[src/rtl/rr_arb_pkg.sv]
// Shared constants and state encoding for the round-robin mux arbiter.
package rr_arb_pkg;

    localparam int unsigned N_REQ = 32;
    localparam int unsigned SEL_W = 5;

    typedef enum logic {
        ST_IDLE  = 1'b0,
        ST_GRANT = 1'b1
    } state_t;

endpackage

[src/rtl/rr_pick.sv]
// Rotating-priority encoder: first set request scanning from Ptr upward, modulo N_REQ.
module rr_pick
    import rr_arb_pkg::*;
(
    input  logic [N_REQ-1:0] Req,
    input  logic [SEL_W-1:0] Ptr,
    output logic             Found,
    output logic [SEL_W-1:0] Idx
);

    logic [SEL_W-1:0] w_j;

    // Scan from the far end back toward Ptr so the closest request wins last.
    always_comb begin
        Found = 1'b0;
        Idx   = '0;
        w_j   = '0;
        for (int k = int'(N_REQ) - 1; k >= 0; k--) begin
            w_j = Ptr + SEL_W'(k);
            if (Req[w_j]) begin
                Found = 1'b1;
                Idx   = w_j;
            end
        end
    end

endmodule

[src/rtl/rr_mux_arbiter.sv]
// Round-robin arbiter driving a shared 32:1 mux select/enable with hold-limit release.
module rr_mux_arbiter
    import rr_arb_pkg::*;
#(
    parameter int unsigned MAX_HOLD = 16,
    parameter int unsigned CNT_W    = 8
) (
    input  logic             Clock,
    input  logic             Reset_n,
    input  logic             ArbEnable,
    input  logic [N_REQ-1:0] Req,
    output logic [N_REQ-1:0] Grant,
    output logic [SEL_W-1:0] Sel,
    output logic             MuxEnable,
    output logic             Busy,
    output logic             Timeout
);

    state_t           r_state, w_state;
    logic [N_REQ-1:0] r_grant, w_grant;
    logic [SEL_W-1:0] r_sel, w_sel;
    logic             r_mux_en, w_mux_en;
    logic             r_timeout, w_timeout;
    logic [SEL_W-1:0] r_ptr, w_ptr;
    logic [CNT_W-1:0] r_cnt, w_cnt;

    logic             w_found;
    logic [SEL_W-1:0] w_idx;
    logic             w_forced;
    logic             w_release;

    rr_pick u_pick (
        .Req   (Req),
        .Ptr   (r_ptr),
        .Found (w_found),
        .Idx   (w_idx)
    );

    always_comb begin
        w_state   = r_state;
        w_grant   = r_grant;
        w_sel     = r_sel;
        w_mux_en  = r_mux_en;
        w_timeout = 1'b0;
        w_ptr     = r_ptr;
        w_cnt     = r_cnt;
        w_forced  = 1'b0;
        w_release = 1'b0;

        case (r_state)
            ST_IDLE: begin
                if (ArbEnable && w_found) begin
                    w_state  = ST_GRANT;
                    w_grant  = N_REQ'(1) << w_idx;
                    w_sel    = w_idx;
                    w_mux_en = 1'b1;
                    w_ptr    = w_idx + SEL_W'(1);
                    w_cnt    = CNT_W'(1);
                end
            end
            ST_GRANT: begin
                w_forced  = (MAX_HOLD != 0) && Req[r_sel] && (r_cnt == CNT_W'(MAX_HOLD));
                w_release = !Req[r_sel] || w_forced;
                if (!w_release) begin
                    if (r_cnt != '1) w_cnt = r_cnt + CNT_W'(1);
                end else begin
                    w_timeout = w_forced;
                    // Pointer already sits past the owner, so the rescan rotates priority.
                    if (ArbEnable && w_found) begin
                        w_grant  = N_REQ'(1) << w_idx;
                        w_sel    = w_idx;
                        w_mux_en = 1'b1;
                        w_ptr    = w_idx + SEL_W'(1);
                        w_cnt    = CNT_W'(1);
                    end else begin
                        w_state  = ST_IDLE;
                        w_grant  = '0;
                        w_sel    = '0;
                        w_mux_en = 1'b0;
                        w_cnt    = '0;
                    end
                end
            end
            default: w_state = ST_IDLE;
        endcase
    end

    always_ff @(posedge Clock) begin
        if (!Reset_n) begin
            r_state   <= ST_IDLE;
            r_grant   <= '0;
            r_sel     <= '0;
            r_mux_en  <= 1'b0;
            r_timeout <= 1'b0;
            r_ptr     <= '0;
            r_cnt     <= '0;
        end else begin
            r_state   <= w_state;
            r_grant   <= w_grant;
            r_sel     <= w_sel;
            r_mux_en  <= w_mux_en;
            r_timeout <= w_timeout;
            r_ptr     <= w_ptr;
            r_cnt     <= w_cnt;
        end
    end

    assign Grant     = r_grant;
    assign Sel       = r_sel;
    assign MuxEnable = r_mux_en;
    assign Busy      = r_mux_en;
    assign Timeout   = r_timeout;

endmodule

[config.mk]
export PLATFORM = sky130hd
export DESIGN_NAME = rr_mux_arbiter
export DESIGN_NICKNAME = d
export VERILOG_FILES = /design/src/rtl/rr_arb_pkg.sv /design/src/rtl/rr_pick.sv /design/src/rtl/rr_mux_arbiter.sv
export SDC_FILE = /design/constraint.sdc
export NUM_CORES = 1
export LEC_CHECK = 0
export CAP_MARGIN = 15
export CORE_MARGIN = 1
export CORE_UTILIZATION = 45
export DETAILED_ROUTE_END_ITERATION = 8
export GPL_TIMING_DRIVEN = 1
export PLACE_DENSITY = 0.71
export SETUP_SLACK_MARGIN = 0.2
export SLEW_MARGIN = 20
export SYNTH_ARGS = -nofsm -noshare
export SYNTH_HDL_FRONTEND = slang
export SYNTH_SLANG_ARGS = --single-unit
[constraint.sdc]
create_clock -name Clock -period 17.7 [get_ports Clock]
set_clock_uncertainty 0.1 [all_clocks]
set_input_delay 2.655 -clock Clock [delete_from_list [all_inputs] [get_ports Clock]]
set_output_delay 2.655 -clock Clock [all_outputs]
set_load 0.005 [all_outputs]
==> flow_summary.ini, run 1 <==
[floorplanning]
rows = 51
die_h_um = 145
pin_count = 75
coreArea_sq_um = 19700
initial_core_util_pct = 46.5
die_area_sq_um = 20900
die_w_um = 145

[clock_tree]
clkTransAtPathRegs_ps = 70
cts_setup_buffers = 0
numCtsBuffers = 5
clock_latency_ps = 290
cts-resized-gates = 0
cts_root_buffer = clkbuf_16
htreeDepth = 2
cts.sinks = 53
postCtsHoldBufs = 0
cts_tree = yes
clockBufferDepth = 2

[synth]
synth.distinct_cells = 90
synth_cells = 994
ys_ff_latch = 53
yosys_warnings = 0
synthFlopType = dfxtp_1
syn_nets = 1045
synth_area_sq_um = 9170
ys_seq_area_share_pct = 11.6
syn-mean-instance-area_sq_um = 9.22
synth_edf_count = 0
async_reset_ff_share_pct = 0

[setup_path]
setup.worst_path.class = primary input to register
crit_path_top_delay_cell = mux2i_1
crit_fanout = 10
worst_path_largest_cell_delay_ps = 690
critPathLaunchType = primary input
cp-end-kind = register
arrival_ps = 7700
path_cells = clkdlybuf4s50_1, mux4_2, mux4_2, mux2i_1, inv_1, nor3_1, o21ai_0, a31o_1, a21oi_1, o221ai_1, a221oi_1, or2_1, nor2_1, ha_1, mux2i_1, nor2_1
crit_family = multiplexers
cp.required_ps = 17770
cp.buffers_inverters = 2

[placed_design]
place.gp.congestion = 1.09
dp.final_hpwl_um = 25600
place_ws_ps = 9930
portBuffers = 74

[routing]
drc = 0
firstDrtPassIters = 6
via_per_inst = 7.24
wl_um = 33800
drt-wirelength-per-cell_um = 26.0
detail-route-antenna-nets = 0
vias = 9423
drt-initial-drc-count = 1290

[grt]
grt_pass1_vias = 8752
track_usage_pct = 33.2
antenna_found_initial = 0
grt_max_degree = 58
grt_overflow_total = 0
grt_pass1_wl_um = 52300

[sta]
fin_crit_sh_pct = 43.1
final-setup-viol-count = 0
hold_viol = 0
max-slew-margin-rel_pct = 26.9
setup_slack_ps = 10080
worstMarginPinSlew_ps = 1090
fmax_mhz = 131
setup_tns_ps = 0
rsz0062_at_grt = no
slew_violations = 0
fin_crit_ps = 7620

[final_layout]
nets = 1087
nFillCells = 1809
final_common_cell = nand2_1
n_antenna_cell = 0
syn2layout_area_growth_pct = 11.9
layout_common_cells = nand2_1, mux4_2, mux2i_1, clkdlybuf4s50_1, nor2_1
drive_above_1_share_pct = 19.2

[worst_hold_path]
hold_class = register to register

[run]
maxCapViolCount = 0

[outcome]
status = finished clean
-- worst min-delay path: cells and delay by family, from the launching register on --
| family | cells | cell delay (ps) |
|---|---|---|
| flops | 1 | 310 |
| simple gates | 1 | 50 |
| compound gates | 1 | 50 |
-- final cells by class --
type / count / area [sq um] / area share [%]
timing repair buffer: 94 / 891 / 8.69
multi-input combinational: 853 / 7690 / 75.0
sequential: 53 / 1070 / 10.4
clock inverter: 2 / 38.8 / 0.378
inverter: 29 / 109 / 1.06
tap: 265 / 332 / 3.23
clock buffer: 5 / 125 / 1.22
-- routing by layer --
metal	wire length, um	GRT usage, %	up-vias
met4	1960	16.8	0
met5	0	0	-
li1	-	-	4069
met2	14700	49.5	674
met3	3750	6.12	126
met1	13400	45.8	4554
-- through the flow --
step	cell area (sq um)	hold WS (ps)	utilization, %	std cells
after floorplan	9170	328	-	994
after global placement	10100	342	51.1	1294
after detailed placement	10100	341	51.2	1294
after CTS	10300	360	52.0	1301
after global routing	10300	375	52.0	1301
final	10300	356	52.0	1301
-- sequential cells by signal, indices dropped and copies added (netlist names) --
| name | flops |
|---|---|
| Sel | 5 |
| r_ptr | 5 |
| r_state | 1 |
| r_cnt | 8 |
| Busy | 1 |
| Timeout | 1 |
| Grant | 32 |
-- kinds of logic (layout without fill, tap and decap cells) --
| kind of cell | after synthesis | after routing | share of synthesized area, % |
|---|---|---|---|
| AND/OR/NAND/NOR | 299 | 299 | 16.4 |
| AO/OA/AOI/OAI | 274 | 274 | 21.0 |
| multiplexers | 227 | 227 | 40.5 |
| buffers and inverters | 88 | 130 | 4.72 |
| flip-flops | 53 | 53 | 11.6 |
| XOR/XNOR | 37 | 37 | 3.62 |
| adder cells (fa/ha/maj) | 16 | 16 | 2.18 |
-- Yosys cell counts (7+ instances only) --
cell | count | share of area (%)
a2111oi_0 | 7 | 0.67
a211oi_1 | 19 | 1.6
a21oi_1 | 50 | 2.7
a22o_1 | 28 | 2.7
a22oi_1 | 7 | 0.57
a31oi_1 | 10 | 0.68
and2_1 | 16 | 1.1
and3_1 | 11 | 0.75
buf_1 | 8 | 0.33
buf_2 | 18 | 0.98
buf_4 | 10 | 0.82
clkbuf_1 | 17 | 0.70
dfxtp_1 | 53 | 12
ha_1 | 16 | 2.2
inv_1 | 21 | 0.86
mux2_2 | 36 | 4.4
mux2i_1 | 81 | 8.8
mux4_1 | 7 | 2.0
mux4_2 | 102 | 25
nand2_1 | 103 | 4.2
nand3_1 | 22 | 1.2
nand4_1 | 8 | 0.55
nor2_1 | 56 | 2.3
nor2b_1 | 11 | 0.75
nor3_1 | 25 | 1.4
o211ai_1 | 10 | 0.82
o21ai_0 | 46 | 2.5
o22ai_1 | 15 | 1.0
or3_1 | 9 | 0.61
xnor2_1 | 29 | 2.8
xor2_1 | 7 | 0.67
-- worst paths after layout --
check | from | to | slack, ps | cells past startpoint
worst max register to register | r_ptr[2] | r_ptr[2] | 10360 | 18
worst min-delay path | Grant[10] | Grant[10] | 360 | 2
worst min register to register | Grant[10] | Grant[10] | 360 | 2
worst max-delay path | Req[20] | r_ptr[2] | 10080 | 16
Power of run 1 is not shown: default switching activity piles up to over one toggle a cycle in this logic, so the estimate is an artifact.
==> inputs of run 2 (changes only) <==
PLACE_DENSITY = 0.74   (was 0.71)
clock period = 6.2 ns   (was 17.7 ns; I/O delays follow)
==> run 2 against run 1 <==
Utilization is 1.3 points higher. Register-to-register slack worse by 9900 ps. Cell area is 2.5% higher. Global-route usage is 1.9 points higher. Worst setup slack worse by 9600 ps. Count of clock-buffer cells in the layout stayed put. Flip-flop and latch count stayed put. Die area stayed put. Critical path type unchanged.
==> flow_summary.ini, run 2 (synthesized netlist as in run 1, its figures left out) <==
[outcome]
status = finished clean

[setup_path]
ff2ff_setup_slack_ps = 480
worst_path_largest_cell_delay_ps = 710
cp-endpoint = Grant[2]
crit_fanout = 9
setup.worst_path.class = primary input to register
r2r-start = r_ptr[1]
r2r-end = Grant[2]
critPathLaunchType = primary input
startpoint = Req[13]
crit_family = compound AO/OA/AOI/OAI gates
cp-end-kind = register
crit_path_top_delay_cell = mux4_2
reg2reg_depth = 16
cp.depth = 14
path_cells = clkdlybuf4s50_1, mux4_2, mux2_2, mux2i_1, nor2_1, or2_2, a21oi_1, o21ai_1, a211oi_1, o221ai_1, a221oi_1, nor2_1, or3_1, o21ai_1
cp.buffers_inverters = 1
arrival_ps = 5850
cp.required_ps = 6320

[placed_design]
portBuffers = 74
place.gp.congestion = 1.05
dpl_cell_area_sq_um = 10300
dp.final_hpwl_um = 27300

[final_layout]
fin_area_sq_um = 10500
drive_above_1_share_pct = 21.7
nFillCells = 1785
syn2layout_area_growth_pct = 14.6
nets = 1119
layout_common_cells = mux4_2, nand2_1, mux2i_1, clkdlybuf4s50_1, nor2_1
n_antenna_cell = 0
largest_reg_flops = 32

[sta]
setup_tns_ps = 0
worstMarginPinSlew_ps = 944
fin_crit_sh_pct = 92.5
slew_violations = 0
hold_viol = 0
final-setup-viol-count = 0
fin_crit_ps = 5730
max-slew-margin-rel_pct = 36.4
rsz0062_at_grt = no
fmax_mhz = 174

[worst_hold_path]
hold_class = register to register

[routing]
vias = 9714
drt-wirelength-per-cell_um = 26.6
wl_um = 35500
detail-route-antenna-nets = 0
drc = 0
drt-initial-drc-count = 1176
firstDrtPassIters = 6
via_per_inst = 7.28

[grt]
grt_pass1_wl_um = 55200
antenna_found_initial = 1
grt_pass1_vias = 9242
grt_max_degree = 74
track_usage_pct = 35.1
grt_overflow_total = 0

[floorplanning]
initial_core_util_pct = 46.5
die_area_sq_um = 20900
die_h_um = 145
pin_count = 75
rows = 51
coreArea_sq_um = 19700
die_w_um = 145

[clock_tree]
numCtsBuffers = 5
cts.sinks = 53
postCtsHoldBufs = 0
cts_setup_buffers = 0
clockBufferDepth = 2
htreeDepth = 2
cts_root_buffer = clkbuf_16
clock_latency_ps = 300
cts_tree = yes
clkTransAtPathRegs_ps = 70

[run]
maxCapViolCount = 0
-- run 2: worst min path at each step --
| stage | startpoint | to | cells past startpoint |
|---|---|---|---|
| after floorplan | r_state | r_cnt[0] | 1 |
| after global placement | Grant[10] | Grant[10] | 2 |
| after detailed placement | Grant[4] | Grant[4] | 2 |
| after CTS | Grant[12] | Grant[12] | 2 |
| after global routing | Grant[10] | Grant[10] | 2 |
| final | Grant[12] | Grant[12] | 2 |
-- run 2: layer usage --
metal  up-vias  wire length [um]  GRT usage, %
met2       751             15100          50.9
met4         0              2360          20.6
met1      4663             13300          46.7
met5         -                 0             0
li1       4134                 -             -
met3       166              4720          9.48
-- run 2: layout make-up --
class | instances | area [sq um] | area share (%)
clock buffer | 5 | 125 | 1.19
clock inverter | 3 | 26.3 | 0.250
inverter | 29 | 109 | 1.04
multi-input combinational | 853 | 7670 | 73.1
sequential | 53 | 1070 | 10.2
tap | 265 | 332 | 3.16
timing repair buffer | 126 | 1170 | 11.1
-- run 2: stage by stage --
| stage | worst slack (ps) | util, % | std cells | hold WS (ps) |
|---|---|---|---|---|
| 5_1_grt | 239 | 53.3 | 1334 | 393 |
| 6_report | 468 | 53.3 | 1334 | 358 |
| 3_5_place_dp | 214 | 52.5 | 1326 | 350 |
| 4_1_cts | 498 | 53.3 | 1334 | 368 |
| 2_1_floorplan | 277 | - | 994 | 328 |
| 3_3_place_gp | 258 | 52.5 | 1326 | 343 |
-- run 2: repair_timing --
item                       CTS  global route
setup endpoints to repair    0             6
resized for setup            0             2
hold endpoints to repair     0             0
-- run 2: tightest hold or removal path: stages, from the launching register on --
cell and delay, ps:
dfxtp_1 320, nand2_1 50, o21ai_1 50
Power of run 2 is left out for the same reason.
==> inputs of run 3 (changes only) <==
PLACE_DENSITY = 0.75   (was 0.74)
==> run 3 against run 2 <==
Register-to-register slack got worse by 80 ps. Non-clock buffer count rose by 3. Utilization rose by 0.11 points. Worst hold slack got worse by 5.1 ps. Largest cell class unchanged. Critical path type is now register to register. Die area did not move. Critical endpoint unchanged. Cell area rose by 0.20%. Global-route usage fell by 0.40 points. Critical path depth did not move. Via count fell by 0.10%.
==> flow_summary.ini, run 3 (synthesized netlist as in run 1, its figures left out) <==
[floorplanning]
pin_count = 75
rows = 51
die_h_um = 145
coreArea_sq_um = 19700
die_area_sq_um = 20900
die_w_um = 145
initial_core_util_pct = 46.5

[final_layout]
final_common_cell = nand2_1
fin_util_pct = 53.4
instances_no_fill = 1337
layout_common_cells = nand2_1, mux4_2, mux2i_1, clkdlybuf4s50_1, nor2_1
syn2layout_area_growth_pct = 14.8
nets = 1122
n_antenna_cell = 0
largest_reg_flops = 32
register_area_sq_um = 1070
nFillCells = 1786
multi_input_area_sq_um = 7680
drive_above_1_share_pct = 21.9

[setup_path]
ff2ff_setup_slack_ps = 400
cp.required_ps = 6320
cp-end-kind = register
setup.worst_path.class = register to register
arrival_ps = 5920
critPathLaunchType = register
startpoint = r_ptr[1]
r2r-start = r_ptr[1]
crit_fanout = 73

[routing]
drt-wirelength-per-cell_um = 26.7
firstDrtPassIters = 6
detail-route-antenna-nets = 0
drc = 0
via_per_inst = 7.26
vias = 9704
wl_um = 35700
drt-initial-drc-count = 1107

[grt]
grt_pass1_vias = 9019
grt_pass1_wl_um = 54400
grt_max_degree = 74
grt_overflow_total = 0
antenna_found_initial = 1
track_usage_pct = 34.7

[clock_tree]
cts_setup_buffers = 0
clkTransAtPathRegs_ps = 80
cts_tree = yes
clock_latency_ps = 290
clockBufferDepth = 2
cts.sinks = 53
cts_root_buffer = clkbuf_16
htreeDepth = 2
numCtsBuffers = 5

[run]
maxCapViolCount = 0

[worst_hold_path]
hp-start = Grant[10]
hold_class = register to register

[placed_design]
place.gp.congestion = 1.07
dp.final_hpwl_um = 27100
dp_cells = 1329
portBuffers = 74

[sta]
setup_tns_ps = 0
fin_crit_sh_pct = 93.5
worstMarginPinSlew_ps = 1090
fin_crit_ps = 5800
max-slew-margin-rel_pct = 25.4
hold_slack_ps = 353
hold_viol = 0
rsz0062_at_grt = no
fmax_mhz = 172
slew_violations = 0
final-setup-viol-count = 0

[outcome]
status = finished clean
## run 3: cell types whose count changed in the layout (fill, tap and decap cells not counted)
cell / previous run / this run
clkinv_4: 0 / 1
buf_12: 3 / 2
mux4_2: 103 / 102
xnor2_2: 1 / 2
clkinvlp_4: 2 / 0
buf_4: 49 / 53
ha_2: 0 / 1
inv_6: 0 / 1
nor3_1: 24 / 25
mux4_1: 6 / 7
nor3_2: 1 / 0
xnor2_1: 29 / 28
ha_1: 16 / 15
## run 3: path summary, 6_finish.rpt
path         cells past startpoint        end
min reg2reg                      2  Grant[10]
max                             14   Grant[2]
min                              2  Grant[10]
max reg2reg                     14   Grant[2]
## run 3: repair_timing
action,CTS,global route
setup endpoints to repair,0,1
hold buffers,0,0
gates resized for setup,0,1
## run 3: critical path: stages (launching register included)
cell and delay [ps]:
dfxtp_4 480, buf_12 370, ha_1 230, a21oi_1 70, xnor2_1 810, buf_4 310, mux4_2 550, mux2i_1 280
nor4b_2 480, nand3_1 200, a211o_1 280, a211oi_2 520, inv_1 270, or3_1 490, o21ai_1 170
## run 3: routing by layer
layer	GRT usage, %	wire length [um]	vias to the layer above
met2	51.5	15100	797
met3	9.54	4560	146
li1	-	-	4132
met5	0	17	-
met1	45.9	13800	4627
met4	18.1	2200	2
## run 3: stage by stage
stage / setup slack, ps / cell area [sq um]
after detailed placement: 511 / 10400
after global placement: 555 / 10400
after CTS: 512 / 10500
after floorplan: 277 / 9170
final: 403 / 10500
after global routing: 254 / 10500
## run 3: area by class of cell
| cell class | instances | area share [%] |
|---|---|---|
| clock inverters | 3 | 0.273 |
| multi-input cells | 853 | 73.0 |
| repair buffers | 129 | 11.2 |
| clock buffers | 5 | 1.19 |
| flip-flops and latches | 53 | 10.1 |
| well taps | 265 | 3.15 |
| inverters | 29 | 1.03 |
Power of run 3 is left out for the same reason.
